$ cat config.mk
export PLATFORM = sky130hd
export DESIGN_NAME = rom_loader
export DESIGN_NICKNAME = d
export VERILOG_FILES = /design/src/rtl/rom_loader_pkg.sv /design/src/rtl/loader_hold_timer.sv /design/src/rtl/rom_loader.sv
export SDC_FILE = /design/constraint.sdc
export NUM_CORES = 1
export LEC_CHECK = 0
export BUFFER_PORTS_ARGS = -buffer_cell sky130_fd_sc_hd__buf_2
export CORE_ASPECT_RATIO = 0.7
export CORE_MARGIN = 3
export CORE_UTILIZATION = 50
export CTS_BUF_LIST = sky130_fd_sc_hd__clkbuf_4 sky130_fd_sc_hd__clkbuf_8
export CTS_CLUSTER_SIZE = 30
export DETAILED_ROUTE_END_ITERATION = 16
export PLACE_DENSITY = 0.86
export SYNTH_ARGS = -nofsm -noshare
export SYNTH_HDL_FRONTEND = slang
export SYNTH_SLANG_ARGS = --single-unit
$ cat constraint.sdc
create_clock -name clk_i -period 2.68 [get_ports clk_i]
set_clock_uncertainty 0.15 [all_clocks]
set_input_delay 0.134 -clock clk_i [delete_from_list [all_inputs] [get_ports clk_i]]
set_output_delay 0.134 -clock clk_i [all_outputs]
set_load 0.01 [all_outputs]
$ cat src/rtl/rom_loader_pkg.sv
// rom_loader_pkg: shared state type, ioctl widths and index mapping for the
// HPS download router.
package rom_loader_pkg;

   localparam int IOCTL_ADDR_W  = 25;
   localparam int IOCTL_DATA_W  = 8;
   localparam int IOCTL_INDEX_W = 8;

   typedef enum logic [1:0] {
      IDLE = 2'd0,
      LOAD = 2'd1,
      PEND = 2'd2,
      HOLD = 2'd3
   } state_t;

   // Index k+1 selects region k; index 0 and anything past the last region
   // belongs to someone else (config files, save RAM, ...).
   function automatic logic index_mapped(input logic [IOCTL_INDEX_W-1:0] idx,
                                         input int num_regions);
      return (idx != '0) && (int'(32'(idx)) <= num_regions);
   endfunction

endpackage

$ cat src/rtl/loader_hold_timer.sv
// loader_hold_timer: loadable down-counter that times the post-download
// reset hold. busy_o stays high for HOLD_CYCLES-1 cycles after start_i, so a
// state machine that leaves on !busy_o spends exactly HOLD_CYCLES cycles in
// its hold state.
module loader_hold_timer #(
   parameter int HOLD_CYCLES = 1024
)(
   input  logic clk_i,
   input  logic reset_n_i,
   input  logic start_i,
   output logic busy_o
);

   localparam int CW = $clog2(HOLD_CYCLES + 1);

   logic [CW-1:0] cnt_q;

   // Reload on start, otherwise count down to zero and park there.
   always_ff @(posedge clk_i or negedge reset_n_i) begin
      if (!reset_n_i)          cnt_q <= '0;
      else if (start_i)        cnt_q <= CW'(HOLD_CYCLES - 1);
      else if (cnt_q != '0)    cnt_q <= cnt_q - 1'b1;
   end

   assign busy_o = (cnt_q != '0);

endmodule

$ cat src/rtl/rom_loader.sv
// rom_loader: routes the HPS ioctl byte stream into one of NUM_REGIONS
// memory regions through a one-byte req/ack buffer, stalls the HPS while a
// write is outstanding and holds the machine in reset across a download plus
// a settle period.
// Optional feature: define LOADER_CHECKSUM_EN to add checksum_o, a mod-256
// sum of every acked byte since the last download start.
module rom_loader
   import rom_loader_pkg::*;
#(
   parameter  int NUM_REGIONS = 2,
   parameter  int ADDR_W      = 16,
   parameter  int HOLD_CYCLES = 1024,
   localparam int RW          = (NUM_REGIONS > 1) ? $clog2(NUM_REGIONS) : 1
)(
   input  logic                     clk_i,
   input  logic                     reset_n_i,
   input  logic                     ioctl_download_i,
   input  logic [IOCTL_INDEX_W-1:0] ioctl_index_i,
   input  logic                     ioctl_wr_i,
   input  logic [IOCTL_ADDR_W-1:0]  ioctl_addr_i,
   input  logic [IOCTL_DATA_W-1:0]  ioctl_dout_i,
   output logic                     ioctl_wait_o,
   output logic                     mem_req_o,
   output logic [RW-1:0]            mem_region_o,
   output logic [ADDR_W-1:0]        mem_addr_o,
   output logic [IOCTL_DATA_W-1:0]  mem_data_o,
   input  logic                     mem_ack_i,
   output logic                     hold_reset_o,
   output logic [NUM_REGIONS-1:0]   region_loaded_o,
   output logic                     overflow_o,
   output logic                     overrun_o
`ifdef LOADER_CHECKSUM_EN
  ,output logic [7:0]               checksum_o
`endif
);

   state_t        state_q, state_nxt;
   logic          dl_q, dl_rise, idx_ok, in_range;
   logic [RW-1:0] dl_region;
   logic          dl_start, cap, acked, dl_done, ovf_set, ovr_set;
   logic          hold_start, timer_busy, seen_q;

   assign dl_rise   = ioctl_download_i & ~dl_q;
   assign idx_ok    = index_mapped(ioctl_index_i, NUM_REGIONS);
   assign dl_region = RW'(ioctl_index_i - 8'd1);
   assign in_range  = ((ioctl_addr_i >> ADDR_W) == '0);

   // Reset hold covers the whole download and the settle period.
   assign hold_reset_o = (state_q != IDLE);

   // State register; req/wait are registered copies of "next state is PEND".
   always_ff @(posedge clk_i or negedge reset_n_i) begin
      if (!reset_n_i) begin
         state_q      <= IDLE;
         dl_q         <= 1'b0;
         mem_req_o    <= 1'b0;
         ioctl_wait_o <= 1'b0;
      end else begin
         state_q      <= state_nxt;
         dl_q         <= ioctl_download_i;
         mem_req_o    <= (state_nxt == PEND);
         ioctl_wait_o <= (state_nxt == PEND);
      end
   end

   // Next-state and event decode. A falling download in PEND waits for the
   // ack before moving to HOLD so the last byte is never lost.
   always_comb begin
      state_nxt  = state_q;
      dl_start   = 1'b0;
      cap        = 1'b0;
      acked      = 1'b0;
      dl_done    = 1'b0;
      ovf_set    = 1'b0;
      ovr_set    = 1'b0;
      hold_start = 1'b0;
      case (state_q)
         IDLE: begin
            if (dl_rise && idx_ok) begin
               state_nxt = LOAD;
               dl_start  = 1'b1;
            end
         end
         LOAD: begin
            if (!ioctl_download_i) begin
               state_nxt  = HOLD;
               dl_done    = 1'b1;
               hold_start = 1'b1;
            end else if (ioctl_wr_i) begin
               if (in_range) begin
                  cap       = 1'b1;
                  state_nxt = PEND;
               end else begin
                  ovf_set   = 1'b1;
               end
            end
         end
         PEND: begin
            ovr_set = ioctl_wr_i;
            if (mem_ack_i) begin
               acked = 1'b1;
               if (ioctl_download_i) begin
                  state_nxt  = LOAD;
               end else begin
                  state_nxt  = HOLD;
                  dl_done    = 1'b1;
                  hold_start = 1'b1;
               end
            end
         end
         HOLD: begin
            if (dl_rise && idx_ok) begin
               state_nxt = LOAD;
               dl_start  = 1'b1;
            end else if (!timer_busy) begin
               state_nxt = IDLE;
            end
         end
         default: state_nxt = IDLE;
      endcase
   end

   // Write buffer, per-download bookkeeping and sticky status flags.
   always_ff @(posedge clk_i or negedge reset_n_i) begin
      if (!reset_n_i) begin
         mem_region_o    <= '0;
         mem_addr_o      <= '0;
         mem_data_o      <= '0;
         seen_q          <= 1'b0;
         region_loaded_o <= '0;
         overflow_o      <= 1'b0;
         overrun_o       <= 1'b0;
      end else begin
         if (dl_start) begin
            mem_region_o <= dl_region;
            seen_q       <= 1'b0;
         end
         if (cap) begin
            mem_addr_o <= ioctl_addr_i[ADDR_W-1:0];
            mem_data_o <= ioctl_dout_i;
         end
         if (acked)
            seen_q <= 1'b1;
         if (dl_done && (seen_q || acked))
            region_loaded_o[mem_region_o] <= 1'b1;
         if (ovf_set)
            overflow_o <= 1'b1;
         if (ovr_set)
            overrun_o <= 1'b1;
      end
   end

`ifdef LOADER_CHECKSUM_EN
   // Running sum of acked bytes, restarted on every mapped download start.
   always_ff @(posedge clk_i or negedge reset_n_i) begin
      if (!reset_n_i)     checksum_o <= '0;
      else if (dl_start)  checksum_o <= '0;
      else if (acked)     checksum_o <= checksum_o + mem_data_o;
   end
`endif

   loader_hold_timer #(
      .HOLD_CYCLES (HOLD_CYCLES)
   ) u_hold_timer (
      .clk_i     (clk_i),
      .reset_n_i (reset_n_i),
      .start_i   (hold_start),
      .busy_o    (timer_busy)
   );

endmodule

; Word-level counts from Yosys, hierarchy flattened
; Cells that the tools add are included.
[totals]
regBits = 45
elab_cells = 67
in_bits = 46
[op_classes]
mux = 31
reduce_logical = 13
n_addsub = 2
n_eq_ne = 4
order_cmp = 3
bitwise_logic = 3
[ops]
columns = operator, n
row1 = $logic_not 25->1, 1
row2 = $mux 11, 2
row3 = $mux 1, 18
row4 = $mux 2, 8
row5 = $reduce_bool 11->1, 1
row6 = $sub 11x1->11 const B, 1
row7 = $le 8x2->1 const B, 1
row8 = $pmux 2 s4, 1
row9 = $reduce_bool 8->1, 1
row10 = $eq 2x2->1 const B, 3
row11 = $reduce_bool 2->1, 3
row12 = $logic_and 1x1->1, 4
row13 = $eq 2x1->1 const B, 1
row14 = $logic_not 2->1, 1
row15 = $lt 1x2->1 const B, 1
row16 = $or 2x2->2, 1
row17 = $pmux 1 s2, 1
row18 = $reduce_or 2->1, 1
row19 = $and 1x1->1, 1
row20 = $demux 1 s1, 1
row21 = $ge 1x1->1 const B, 1
row22 = $logic_or 1x1->1, 1
row23 = $not 1->1, 1
row24 = $sub 1x1->1 const B, 1

; Depth between registers and ports, before layout
; Gate-level depths: netlist of run 1.
[logic_depth]
word_depth = 7
depth_mapped = 7

; By module
; A second synthesis of run 1 with hierarchy kept.
[unflattened]
hier_cells = 172
area_unflattened_um2 = 2175.8
[modules_own_cells]
columns = module, cells_each, area_each_um2, n_inst, seq_area_each_um2
row1 = rom_loader, 112, 1585.3, 1, 850.8
row2 = loader_hold_timer, 60, 590.6, 1, 275.3

; Worst setup path before layout of run 1
; No wires, ideal clock.
[synth_timing]
path_type = register to register
startpoint = register u_hold_timer.cnt_q[0]
endpoint = register u_hold_timer.cnt_q[10]
required_ps = 2412
path_slack_ps = 705
t_arrival_ps = 1707
n_path_buf = 0
setup_ps = 118
path_stages_with_launch = 7
cell_sequence = dfrtp_1 inv_1 ha_1 or3b_2 or4_1 mux2i_1 nor2_1
[synth_between]
elab_chain_cells = 3
word_cells_on_any_way = 5
cone_classes = add/sub (1) / mux (2) / reduce/logical (2)
[synth_rtl]
columns = item, line_no
row1 = start: declaration, loader_hold_timer.sv:16  ; logic [CW-1:0] cnt_q;
row2 = start signal: assignment, loader_hold_timer.sv:21  ; else if (start_i) cnt_q <= CW'(HOLD_CYCLES - 1);
row3 = start signal: assignment, loader_hold_timer.sv:22  ; else if (cnt_q != '0) cnt_q <= cnt_q - 1'b1;
row4 = $sub 11x1->11, loader_hold_timer.sv:22
row5 = $mux 11, loader_hold_timer.sv:22
row6 = $mux 11, loader_hold_timer.sv:21
; Parallel ways exist; a longest one is shown, timed or not. The select of a mux whose other input is x is not followed.
; A chain may end at the register's enable or synchronous reset.

; Worst setup path after layout of run 1
[layout_timing]
startpoint = register state_q[1]
endpoint = register mem_data_o[1]
[layout_between]
elab_chain_cells = 2
[layout_rtl]
columns = item, line_no
row1 = start: declaration, rom_loader.sv:37  ; state_t state_q, state_nxt;
row2 = start signal: assignment, rom_loader.sv:59  ; state_q <= state_nxt;
row3 = $eq 2x1->1, rom_loader.sv:77  ; case (state_q)
row4 = $mux 1, rom_loader.sv:77
row5 = end signal: assignment, rom_loader.sv:140  ; mem_data_o <= ioctl_dout_i;
row6 = end: declaration, rom_loader.sv:26  ; output logic [IOCTL_DATA_W-1:0] mem_data_o,
; No other way between the ends.

==> results of run 1 <==
[power breakdown]
group | internal [W] | total (W) | switching, W
Clock | 0.000209 | 0.000445 | 0.000235
Combinational | 0.000179 | 0.000357 | 0.000178
Sequential | 0.000747 | 0.000831 | 0.0000840
Total | 0.00114 | 0.00163 | 0.000497
[worst min-delay path, stage by stage]
cell     delay (ns)
buf_2          0.08
nor2_1         0.06
nand3_1        0.11
a41o_1         0.18
[metrics by stage]
stage,instances,instance area (sq um),power [W],utilization [%]
floorplan,179,2222,0.001019,-
global placement,304,2618,0.001127,64.01
detailed placement,304,2618,0.001143,64.01
CTS,341,3004,0.001619,73.47
global route,341,3004,0.001723,73.47
finish,341,3004,0.001633,73.47
[flip-flops by register name, indices dropped and copies added, names as in the netlist, 2 cells and up]
| name | flops |
|---|---|
| mem_addr_o | 16 |
| mem_data_o | 8 |
| region_loaded_o | 2 |
| state_q | 2 |
| u_hold_timer.cnt_q | 11 |
[final cells by class]
cell class,count,area (sq um)
sequential,45,1126
fill,271,1085
multi-input combinational,118,992.2
timing repair buffer,107,683.2
clock buffer,6,82.58
tap,52,65.06
inverter,11,41.29
clock inverter,2,13.76
[cell families after synthesis]
family / count (synthesis) / share of synthesized area [%]
compound gates: 31 / 9.404
xor+xnor: 4 / 1.577
fa+ha+maj: 7 / 3.941
buf+inv: 16 / 4.673
flops: 45 / 50.68
mux: 26 / 16.44
simple gates: 50 / 13.29
[synth_stat cells (3+ instances only)]
cell     number  share of area, %
a21oi_1       6               1.4
mux2_4       20                14
or3_1         3              0.84
nor2_1        9               1.5
and3_1        7               2.0
a21o_1        4               1.4
ha_1          7               3.9
nand2_1       8               1.4
or2_2         3              0.84
nand3_1       5               1.1
o21ai_0       9               2.0
dfrtp_1      45                51
mux2_2        4               2.0
xnor2_1       3               1.2
inv_1        11               1.9
[layer usage]
| layer | part of all wire, % | track usage [%] | routed length, microns |
|---|---|---|---|
| met5 | 0 | 0 | 0 |
| met4 | 3.3 | 10.84 | 206 |
| met3 | 8.3 | 7.246 | 514 |
| met2 | 48 | 42.37 | 3001 |
| met1 | 40 | 31.49 | 2504 |
[worst paths after layout]
| kind | start | end | slack [ns] | cells past startpoint |
|---|---|---|---|---|
| max | state_q[1] | mem_data_o[1] | 0.52 | 6 |
| min | ioctl_addr_i[21] | overflow_o | 0.14 | 4 |
| max reg2reg | state_q[1] | mem_data_o[1] | 0.52 | 6 |
| min reg2reg | region_loaded_o[0] | region_loaded_o[0] | 0.31 | 1 |
| max in group asynchronous | reset_n_i | u_hold_timer.cnt_q[10] | 1.41 | 2 |
| min in group asynchronous | reset_n_i | u_hold_timer.cnt_q[0] | 0.37 | 2 |
==> summary.md, run 1 <==
- result of the run: finished, final reports clean
- largest fanout of any net on the critical path: 24
- mean instance size in the synthesized netlist: 12.41 sq um
- setup TNS: 0 ns
- Chip Height: 61.78 microns
- drt wl/cell: 18.26 microns
- number of placement rows: 19
- number of vias per cell after detailed routing: 5.531
- Worst path top cell family by delay: flip-flops
- category of the most critical setup path: flop to flop
- number of pins exceeding their max-slew limit in the final report: 0
- leakage power total: 1.645 nW
- Hold Violations, Final: 0
- PD cells: 543.5 nW/um^2
- initial detailed-routing violation count: 150
- clock buffer count from CTS: 5
- share of flip-flops with an asynchronous set or reset: 100.0%
- max-capacitance violation count: 0
- Buf/Inv on CP: 2
- pin count of the biggest net entering global routing: 46
- clock tree from TritonCTS: yes
- maximum count of clock buffers along a single path: 2
- number of diodes: 0
- total overflow reported by the global router: 0
- worst-margin pin slew: 0.9630 ns
- FMAX: 462.2 MHz
- crit end category: flop
- floorplan die area: 5293 sq um
- starting utilization of the core area: 54.35%
- Cell Chain, Critical Path: inv_1 > ha_1 > nand2_1 > or3_1 > buf_4 > mux2_2
- final worst slack: 0.5165 ns
- residual DRC count: 0
- Min Hold Slack: 0.1443 ns
- mapped cell area: 2222 sq um
- First-pass DRT Iterations: 4
- Cell variety after synth: 43
- Gate Count Post-Synth: 179
- number of levels the H-tree was split into: 2
- commonest non-fill, non-tap cells in the layout: 77 x buf_2, 45 x dfrtp_1, 29 x dlygate4sd3_1
- WP data required: 2.71 ns
- area grow syn2layout: 35.19%
- setup repair after global routing missed its margin: false
- number of nets still failing antenna checks after routing: 0
- weighted congestion at the end of routability-driven global placement: 0.9100
- register bit count reported by yosys: 45
- routed wire length: 6227 microns
- Most used DFF post-synth: dfrtp_1
- post-CTS resize count: 0
- number of global-route vias before repair: 1925
- leading cell type in the layout, fill and taps excluded: buf_2
- CTS Sinks: 45
- Worst Hold Class: input pin to flop
- CP Launch Type: flop
- net count after synthesis: 232
- count of flip-flops with a built-in enable after synthesis: 0
- register area share after synthesis: 50.68%
- yosys synthesis warning count: 0
- wire length of the first global-routing pass: 9915 microns
- time the worst path needs with I/O delays and setup: 2.164 ns
- number of nets in the final layout: 341
- Post-CTS Setup Inserts: 0
- CTS Hold Buffers Added: 29
- quantity of I/O buffers inserted on ports: 77
- IO Count: 78
- DP Wirelength: 3622 microns
- die width: 85.68 microns
- via count: 1886
- number of antenna violations at the first check in global routing: 0
- floorplan core area: 4089 sq um
- clock latency reported for the late side of the worst-skew pair: 0.30 ns
- peak ir drop on the vdd network: 0.4035 mV
- number of setup violations in the final report: 0
- final worst-path cycle share: 80.73%
- slowest stage delay, CP: 0.45 ns
- clock-pin slew on the worst setup and hold paths: 0.08 ns
- worst slack after detailed placement: 0.5894 ns
- share of cells above drive strength 1: 40.83%
- worst max-slew margin expressed relative to the limit: 35.80%
- cell with the biggest individual delay on the critical path: dfrtp_1
- global-route total usage across every layer: 25.25%
- Arr. time, crit path: 2.20 ns
- Root Driver: clkbuf_8
(Power assumes the default switching activity.)
==> run 2, diff against run 1 <==
--- a/config.mk
+++ b/config.mk
@@ -5,6 +5,7 @@
 export SDC_FILE = /design/constraint.sdc
 export NUM_CORES = 1
 export LEC_CHECK = 0
+export ABC_AREA = 1
 export BUFFER_PORTS_ARGS = -buffer_cell sky130_fd_sc_hd__buf_2
 export CORE_ASPECT_RATIO = 0.7
 export CORE_MARGIN = 3
==> constraint.sdc (replaced) <==
create_clock -name clk_i -period 2.2 [get_ports clk_i]
set_clock_uncertainty 0.15 [all_clocks]
set_input_delay 0.11 -clock clk_i [delete_from_list [all_inputs] [get_ports clk_i]]
set_output_delay 0.11 -clock clk_i [all_outputs]
set_load 0.01 [all_outputs]
==> run 2 against run 1 <==
  * Combinational power rose by 130%
  * Core utilization increased by 2.4 points
  * Clock power rose by 16%
  * Non-clock buffer count rose by 4
  * Sequential power increased by 26%
  * Clock-buffer cell count stayed put
  * Critical path depth stayed put
  * Sequential share of layout area down 1.6 points
  * Power up 46%
  * Maximum frequency is 3.7% higher
  * Global-route usage fell by 1.3 points
  * Largest power group unchanged
==> summary.md, run 2 <==
- result of the run: finished, final reports clean, unchanged
- number of placement rows: 19, unchanged
- Most used DFF post-synth: dfrtp_1, unchanged
- FMAX: 479.2 MHz, was 462.2 MHz
- number of global-route vias before repair: 2144, was 1925
- leading cell type in the layout, fill and taps excluded: buf_2, unchanged
- max-capacitance violation count: 0, unchanged
- pin count of the biggest net entering global routing: 25, was 46
- worst-margin pin slew: 0.5476 ns, was 0.9630 ns
- commonest non-fill, non-tap cells in the layout: 77 x buf_2, 55 x inv_1, 44 x dfrtp_1, was 77 x buf_2, 45 x dfrtp_1, 29 x dlygate4sd3_1
- Comb pwr share: 34.5%, was 21.9%
- PD cells: 760.8 nW/um^2, was 543.5 nW/um^2
- wire length of the first global-routing pass: 10180 microns, was 9915 microns
- portion of synthesized cell area occupied by the leading cell type: 49.64%, was 50.68%
- number of setup violations in the final report: 0, unchanged
- register area share after synthesis: 49.64%, was 50.68%
- category of the most critical setup path: flop to flop, unchanged
- final core utilization: 75.86%, was 73.47%
- largest registers ranked by flip-flop count: mem_addr_o (16), u_hold_timer.cnt_q (11), mem_data_o (8), unchanged
- First-pass DRT Iterations: 5, was 4
- maximum count of clock buffers along a single path: 2, unchanged
- quantity of I/O buffers inserted on ports: 77, unchanged
- setup TNS: 0 ns, unchanged
- number of nets in the final layout: 415, was 341
- number of nets still failing antenna checks after routing: 0, unchanged
- mapped cell area: 2268 sq um, was 2222 sq um
- yosys synthesis warning count: 0, unchanged
- library cell with the largest summed area after synthesis: dfrtp_1, unchanged
- peak ir drop on the vdd network: 0.4747 mV, was 0.4035 mV
- Register-to-Register Setup Slack: 0.11 ns, was 0.52 ns
- Hold Violations, Final: 0, unchanged
- Worst Hold Class: input pin to flop, unchanged
- mean instance size in the synthesized netlist: 9.184 sq um, was 12.41 sq um
- largest fanout of any net on the critical path: 12, was 24
- Root Driver: clkbuf_8, unchanged
- initial detailed-routing violation count: 144, was 150
- clock latency reported for the late side of the worst-skew pair: 0.30 ns, about the same
- Arr. time, crit path: 2.11 ns, was 2.20 ns
- proportion of power drawn by the clock network: 21.5%, was 27.2%
- total overflow reported by the global router: 0, unchanged
- drt wl/cell: 16.31 microns, was 18.26 microns
- floorplan core area: 4136 sq um, was 4089 sq um
- sequential fraction of design power: 44.0%, was 50.9%
- via count: 2096, was 1886
- total power of the final layout: 0.002387 W, was 0.001633 W
- leakage power total: 1.934 nW, was 1.645 nW
- net count after synthesis: 300, was 232
- main area contributors after synthesis: dfrtp_1 50%, mux2i_1 11%, inv_1 9.3%, was dfrtp_1 51%, mux2_4 14%, ha_1 3.9%
- starting utilization of the core area: 54.84%, was 54.35%
- worst max-slew margin expressed relative to the limit: 63.30%, was 35.80%
- flip-flop count of the largest register, all copies and words added: 16, unchanged
- share of cells above drive strength 1: 29.75%, was 40.83%
- time the worst path needs with I/O delays and setup: 2.087 ns, was 2.164 ns
- count of flip-flops with a built-in enable after synthesis: 0, unchanged
- share of flip-flops with an asynchronous set or reset: 100.0%, unchanged
- register bit count reported by yosys: 45, unchanged
- final worst-path cycle share: 94.85%, was 80.73%
- clock tree from TritonCTS: yes, unchanged
- crit end category: flop, unchanged
- number of vias per cell after detailed routing: 5.051, was 5.531
- IO Count: 78, unchanged
- number of levels the H-tree was split into: 2, unchanged
- floorplan die area: 5394 sq um, was 5293 sq um
- WP data required: 2.22 ns, was 2.71 ns
- Cell variety after synth: 34, was 43
- routed wire length: 6769 microns, was 6227 microns
- setup repair after global routing missed its margin: false, unchanged
- clock-pin slew on the worst setup and hold paths: 0.08 ns, about the same
- die width: 86.51 microns, was 85.68 microns
- Gate Count Post-Synth: 247, was 179
- fraction of power spent switching nets: 36.30%, was 30.47%
- most frequently used cell type in the post-synthesis netlist: inv_1, was dfrtp_1
- clock buffer count from CTS: 5, unchanged
- residual DRC count: 0, unchanged
- power spent charging and discharging nets: 0.0008665 W, was 0.0004974 W
- final worst slack: 0.1134 ns, was 0.5165 ns
- worst slack after detailed placement: 0.05476 ns, was 0.5894 ns
- number of diodes: 0, unchanged
- Min Hold Slack: 0.01589 ns, was 0.1443 ns
- global-route total usage across every layer: 24.00%, was 25.25%
- CP Launch Type: flop, unchanged
- area grow syn2layout: 38.33%, was 35.19%
- register with the highest flop count: mem_addr_o, unchanged
- DP Wirelength: 3999 microns, was 3622 microns
- Chip Height: 62.36 microns, was 61.78 microns
- number of pins exceeding their max-slew limit in the final report: 0, unchanged
- CTS Sinks: 45, unchanged
- number of antenna violations at the first check in global routing: 0, unchanged
- top post-synthesis cells by count: 56 x inv_1, 45 x dfrtp_1, 29 x nand2_1, was 45 x dfrtp_1, 20 x mux2_4, 11 x inv_1
- weighted congestion at the end of routability-driven global placement: 0.8808, was 0.9100
- Internal Power: 0.001521 W, was 0.001135 W
[run 2: per-stage QoR]
step                      area (sq um)  std cells
after floorplan                   2268        247
after CTS                         3098        413
after detailed placement          2706        375
after global placement            2706        375
final                             3138        415
after global routing              3138        415
[run 2: cells by family after synthesis]
logic type	Yosys count	synth area share (%)
simple gates	79	16.38
buf+inv	62	11.14
flops	45	49.64
compound gates	28	7.612
mux	24	10.59
fa+ha+maj	7	3.861
xor+xnor	2	0.7723
[run 2: final timing paths]
check	from	to	cells past startpoint
max in group asynchronous	reset_n_i	u_hold_timer.cnt_q[7]	3
worst max-delay path	state_q[1]	mem_addr_o[6]	6
worst min register to register	overflow_o	overflow_o	1
worst min-delay path	mem_ack_i	seen_q	5
worst max register to register	state_q[1]	mem_addr_o[6]	6
min in group asynchronous	reset_n_i	mem_addr_o[5]	2
[run 2: cell type report]
cell class | count | area, sq um
repair buffers | 111 | 715.7
multi-input cells | 141 | 917.1
inverters | 58 | 221.5
fillers | 259 | 998.5
clock inverters | 2 | 15.01
well taps | 52 | 65.06
clock buffers | 6 | 76.32
flip-flops and latches | 45 | 1127
[run 2: power groups by stage]
| stage | registers (W) | logic [W] | clock network [W] |
|---|---|---|---|
| 3_5_place_dp | 0.00106 | 0.000733 | 0 |
| 3_3_place_gp | 0.00105 | 0.000692 | 0 |
| 4_1_cts | 0.00104 | 0.000777 | 0.000517 |
| 2_1_floorplan | 0.00105 | 0.000501 | 0 |
| 5_1_grt | 0.00107 | 0.000931 | 0.000570 |
| 6_report | 0.00105 | 0.000823 | 0.000514 |
[run 2: timing repair]
action / CTS / global route
hold buffers: 30 / 0
hold endpoints to repair: 50 / 0
buffers inserted: 0 / 2
resized for setup: 0 / 7
setup endpoints to repair: 0 / 15
[run 2: critical path, stage by stage, from the launching register on]
cell and delay (ns):
dfrtp_1 0.42, inv_1 0.14, ha_2 0.27, and3_2 0.29, nand3_4 0.25, mux2i_1 0.33, inv_1 0.10
[run 2: routing by layer]
metal	global-route usage [%]	wire length (microns)	up-vias
li1	-	-	998
met4	7.198	162	0
met1	30.79	2847	965
met3	6.869	644	18
met2	39.31	3115	115
met5	0	0	-
==> run 3, diff against run 2 <==
--- a/config.mk
+++ b/config.mk
@@ -13,7 +13,9 @@
 export CTS_BUF_LIST = sky130_fd_sc_hd__clkbuf_4 sky130_fd_sc_hd__clkbuf_8
 export CTS_CLUSTER_SIZE = 30
 export DETAILED_ROUTE_END_ITERATION = 16
-export PLACE_DENSITY = 0.86
+export PLACE_DENSITY = 0.85
+export SKIP_CTS_REPAIR_TIMING = 1
 export SYNTH_ARGS = -nofsm -noshare
 export SYNTH_HDL_FRONTEND = slang
+export SYNTH_HIERARCHICAL = 1
 export SYNTH_SLANG_ARGS = --single-unit
==> run 3 against run 2 <==
  * Clock-buffer cell count stayed put
  * Critical path depth rose by 6
  * Combinational power rose by 0.6%
  * Via count shrank 7.7%
  * Cell count decreased by 3.6%
  * Die area grew 2.0%
  * Power increased by 3.3%
  * Largest power group unchanged
  * Highest routed layer unchanged
==> summary.md, run 3 <==
- leakage power total: 1.805 nW, was 1.934 nW
- crit end category: flop, unchanged
- leading cell type in the layout, fill and taps excluded: buf_2, unchanged
- portion of synthesized cell area occupied by the leading cell type: 48.57%, was 49.64%
- CTS Sinks: 45, unchanged
- number of levels the H-tree was split into: 2, unchanged
- pin count of the biggest net entering global routing: 36, was 25
- die width: 87.39 microns, was 86.51 microns
- Most used DFF post-synth: dfrtp_1, unchanged
- Cell variety after synth: 29, was 34
- category of the most critical setup path: flop to flop, unchanged
- final worst slack: 0.1729 ns, was 0.1134 ns
- setup repair after global routing missed its margin: false, unchanged
- number of diodes: 0, unchanged
- Chip Height: 62.97 microns, was 62.36 microns
- total overflow reported by the global router: 0, unchanged
- via count: 1934, was 2096
- result of the run: finished, final reports clean, unchanged
- setup TNS: 0 ns, unchanged
- peak ir drop on the vdd network: 0.5086 mV, was 0.4747 mV
- most frequently used cell type in the post-synthesis netlist: nand2_1, was inv_1
- final worst-path cycle share: 92.14%, was 94.85%
- floorplan core area: 4404 sq um, was 4136 sq um
- top post-synthesis cells by count: 46 x nand2_1, 45 x dfrtp_1, 28 x inv_1, was 56 x inv_1, 45 x dfrtp_1, 29 x nand2_1
- share of cells above drive strength 1: 37.10%, was 29.75%
- number of pins exceeding their max-slew limit in the final report: 0, unchanged
- IO Count: 78, unchanged
- number of antenna violations at the first check in global routing: 0, unchanged
- time the worst path needs with I/O delays and setup: 2.027 ns, was 2.087 ns
- top metal layer carrying routed signals: met4, unchanged
- number of placement rows: 20, was 19
- number of vias per cell after detailed routing: 4.835, was 5.051
- WL met2: 2498 microns, was 3115 microns
- number of global-route vias before repair: 1681, was 2144
- Arr. time, crit path: 2.11 ns, about the same
- Worst Hold Class: input pin to flop, unchanged
- clock buffer count from CTS: 5, unchanged
- max-capacitance violation count: 0, unchanged
- library cell with the largest summed area after synthesis: dfrtp_1, unchanged
- floorplan die area: 5503 sq um, was 5394 sq um
- DP Wirelength: 3569 microns, was 3999 microns
- number of setup violations in the final report: 0, unchanged
- net count after synthesis: 284, was 300
- global-route total usage across every layer: 17.75%, was 24.00%
- initial detailed-routing violation count: 96, was 144
- area grow syn2layout: 36.37%, was 38.33%
- worst slack after detailed placement: 0.1994 ns, was 0.05476 ns
- routed wire length: 5372 microns, was 6769 microns
- mean instance size in the synthesized netlist: 9.993 sq um, was 9.184 sq um
- Gate Count Post-Synth: 232, was 247
- main area contributors after synthesis: dfrtp_1 49%, mux2_4 13%, nand2_1 7.4%, was dfrtp_1 50%, mux2i_1 11%, inv_1 9.3%
- worst max-slew margin expressed relative to the limit: 48.63%, was 63.30%
- register area: 1126 sq um, was 1127 sq um
- CP Launch Type: flop, unchanged
- Hold Violations, Final: 0, unchanged
- Root Driver: clkbuf_8, unchanged
- wire length of the first global-routing pass: 7672 microns, was 10180 microns
- worst-margin pin slew: 0.7705 ns, was 0.5476 ns
- register area share after synthesis: 48.57%, was 49.64%
- Filler cells: 298, was 259
- residual DRC count: 0, unchanged
- number of nets in the final layout: 396, was 415
- drt wl/cell: 13.43 microns, was 16.31 microns
- combined area of the multi-input logic cells: 1030 sq um, was 917.1 sq um
- FMAX: 493.3 MHz, was 479.2 MHz
- yosys synthesis warning count: 6, was 0
- clock latency reported for the late side of the worst-skew pair: 0.29 ns, was 0.30 ns
- PD cells: 779.7 nW/um^2, was 760.8 nW/um^2
- clock tree from TritonCTS: yes, unchanged
- share of flip-flops with an asynchronous set or reset: 100.0%, unchanged
- count of flip-flops with a built-in enable after synthesis: 0, unchanged
- mapped cell area: 2318 sq um, was 2268 sq um
- largest fanout of any net on the critical path: 9, was 12
- First-pass DRT Iterations: 4, was 5
- commonest non-fill, non-tap cells in the layout: 77 x buf_2, 46 x nand2_1, 45 x dfrtp_1, was 77 x buf_2, 55 x inv_1, 44 x dfrtp_1
- quantity of I/O buffers inserted on ports: 77, unchanged
- WP data required: 2.28 ns, was 2.22 ns
- register bit count reported by yosys: 45, unchanged
- maximum count of clock buffers along a single path: 2, unchanged
- number of nets still failing antenna checks after routing: 0, unchanged
- clock-pin slew on the worst setup and hold paths: 0.09 ns, was 0.08 ns
- register with the highest flop count: mem_addr_o, unchanged
- weighted congestion at the end of routability-driven global placement: 0.8885, was 0.8808
- met1 wire length: 2470 microns, was 2847 microns
- largest registers ranked by flip-flop count: mem_addr_o (16), u_hold_timer/cnt_q (11), mem_data_o (8), was mem_addr_o (16), u_hold_timer.cnt_q (11), mem_data_o (8)
- flip-flop count of the largest register, all copies and words added: 16, unchanged
- Met3 Wirelength: 358 microns, was 644 microns
- starting utilization of the core area: 52.64%, was 54.84%
-- run 3: cell count changes in the layout (fill, tap and decap cells not counted), sizes merged, moves of 3 or more --
| cell | previous run | this run |
|---|---|---|
| mux2 | 0 | 24 |
| mux2i | 24 | 0 |
| inv | 57 | 35 |
| nand2 | 29 | 49 |
| nand3 | 9 | 14 |
| nor3 | 7 | 2 |
| nand4 | 0 | 3 |
| nor2 | 31 | 28 |
| o21ai | 10 | 7 |
-- run 3: cell families after synthesis --
family,after synthesis,synth area share (%)
compound gates,19,4.641
xor+xnor,1,0.3778
fa+ha+maj,6,3.238
buf+inv,38,7.015
flops,45,48.57
mux,24,14.89
simple gates,99,21.26
-- run 3: area by class of cell --
type | count | area share [%]
inverter | 34 | 4.036
sequential | 45 | 35.62
multi-input combinational | 149 | 32.57
clock buffer | 6 | 2.612
tap | 55 | 2.176
clock inverter | 2 | 0.5144
timing repair buffer | 109 | 22.48
-- run 3: path summary, 6_finish.rpt --
check / start / to / slack (ns) / cells after the start
hold / removal: mem_ack_i / seen_q / 0.02 / 5
setup reg to reg: u_hold_timer/cnt_q[0] / mem_req_o / 0.17 / 12
max in group asynchronous: reset_n_i / mem_data_o[1] / 0.96 / 3
hold reg to reg: overrun_o / overrun_o / 0.32 / 1
min in group asynchronous: reset_n_i / seen_q / 0.28 / 2
setup / recovery: u_hold_timer/cnt_q[0] / mem_req_o / 0.17 / 12
-- run 3: metrics by stage --
step | power (W) | util [%] | hold WS, ns | cell area [sq um] | cells
floorplan | 0.001651 | - | -0.3356 | 2318 | 232
detailed placement | 0.001882 | 62.95 | 0.08067 | 2773 | 363
CTS | 0.002430 | 65.20 | -0.2426 | 2872 | 371
finish | 0.002465 | 71.79 | 0.01542 | 3162 | 400
global placement | 0.001863 | 62.95 | 0.07462 | 2773 | 363
global route | 0.002651 | 71.79 | 0.01421 | 3162 | 400
-- run 3: per-layer routing --
metal	vias to the layer above	GRT usage [%]
met2	67	24.81
met1	904	26.32
met3	4	5.797
met4	0	4.598
li1	959	-
met5	-	0
-- run 3: power breakdown --
part / switching, W / total, W / leakage [nW] / internal (W)
Sequential: 0.000127 / 0.00109 / 0.587 / 0.000965
Combinational: 0.000490 / 0.000828 / 1.17 / 0.000338
Clock: 0.000287 / 0.000545 / 0.0478 / 0.000259
Total: 0.000903 / 0.00247 / 1.80 / 0.00156
-- run 3: worst max-delay path: stages (launching register included) --
cell	delay, ns
dfrtp_1	0.41
inv_1	0.13
ha_1	0.28
nand2_2	0.09
nor2_4	0.12
nand3_4	0.15
nand2_1	0.11
nand3_1	0.07
a22oi_1	0.13
o21ai_0	0.11
inv_1	0.06
nand2_1	0.06
nor2_1	0.10
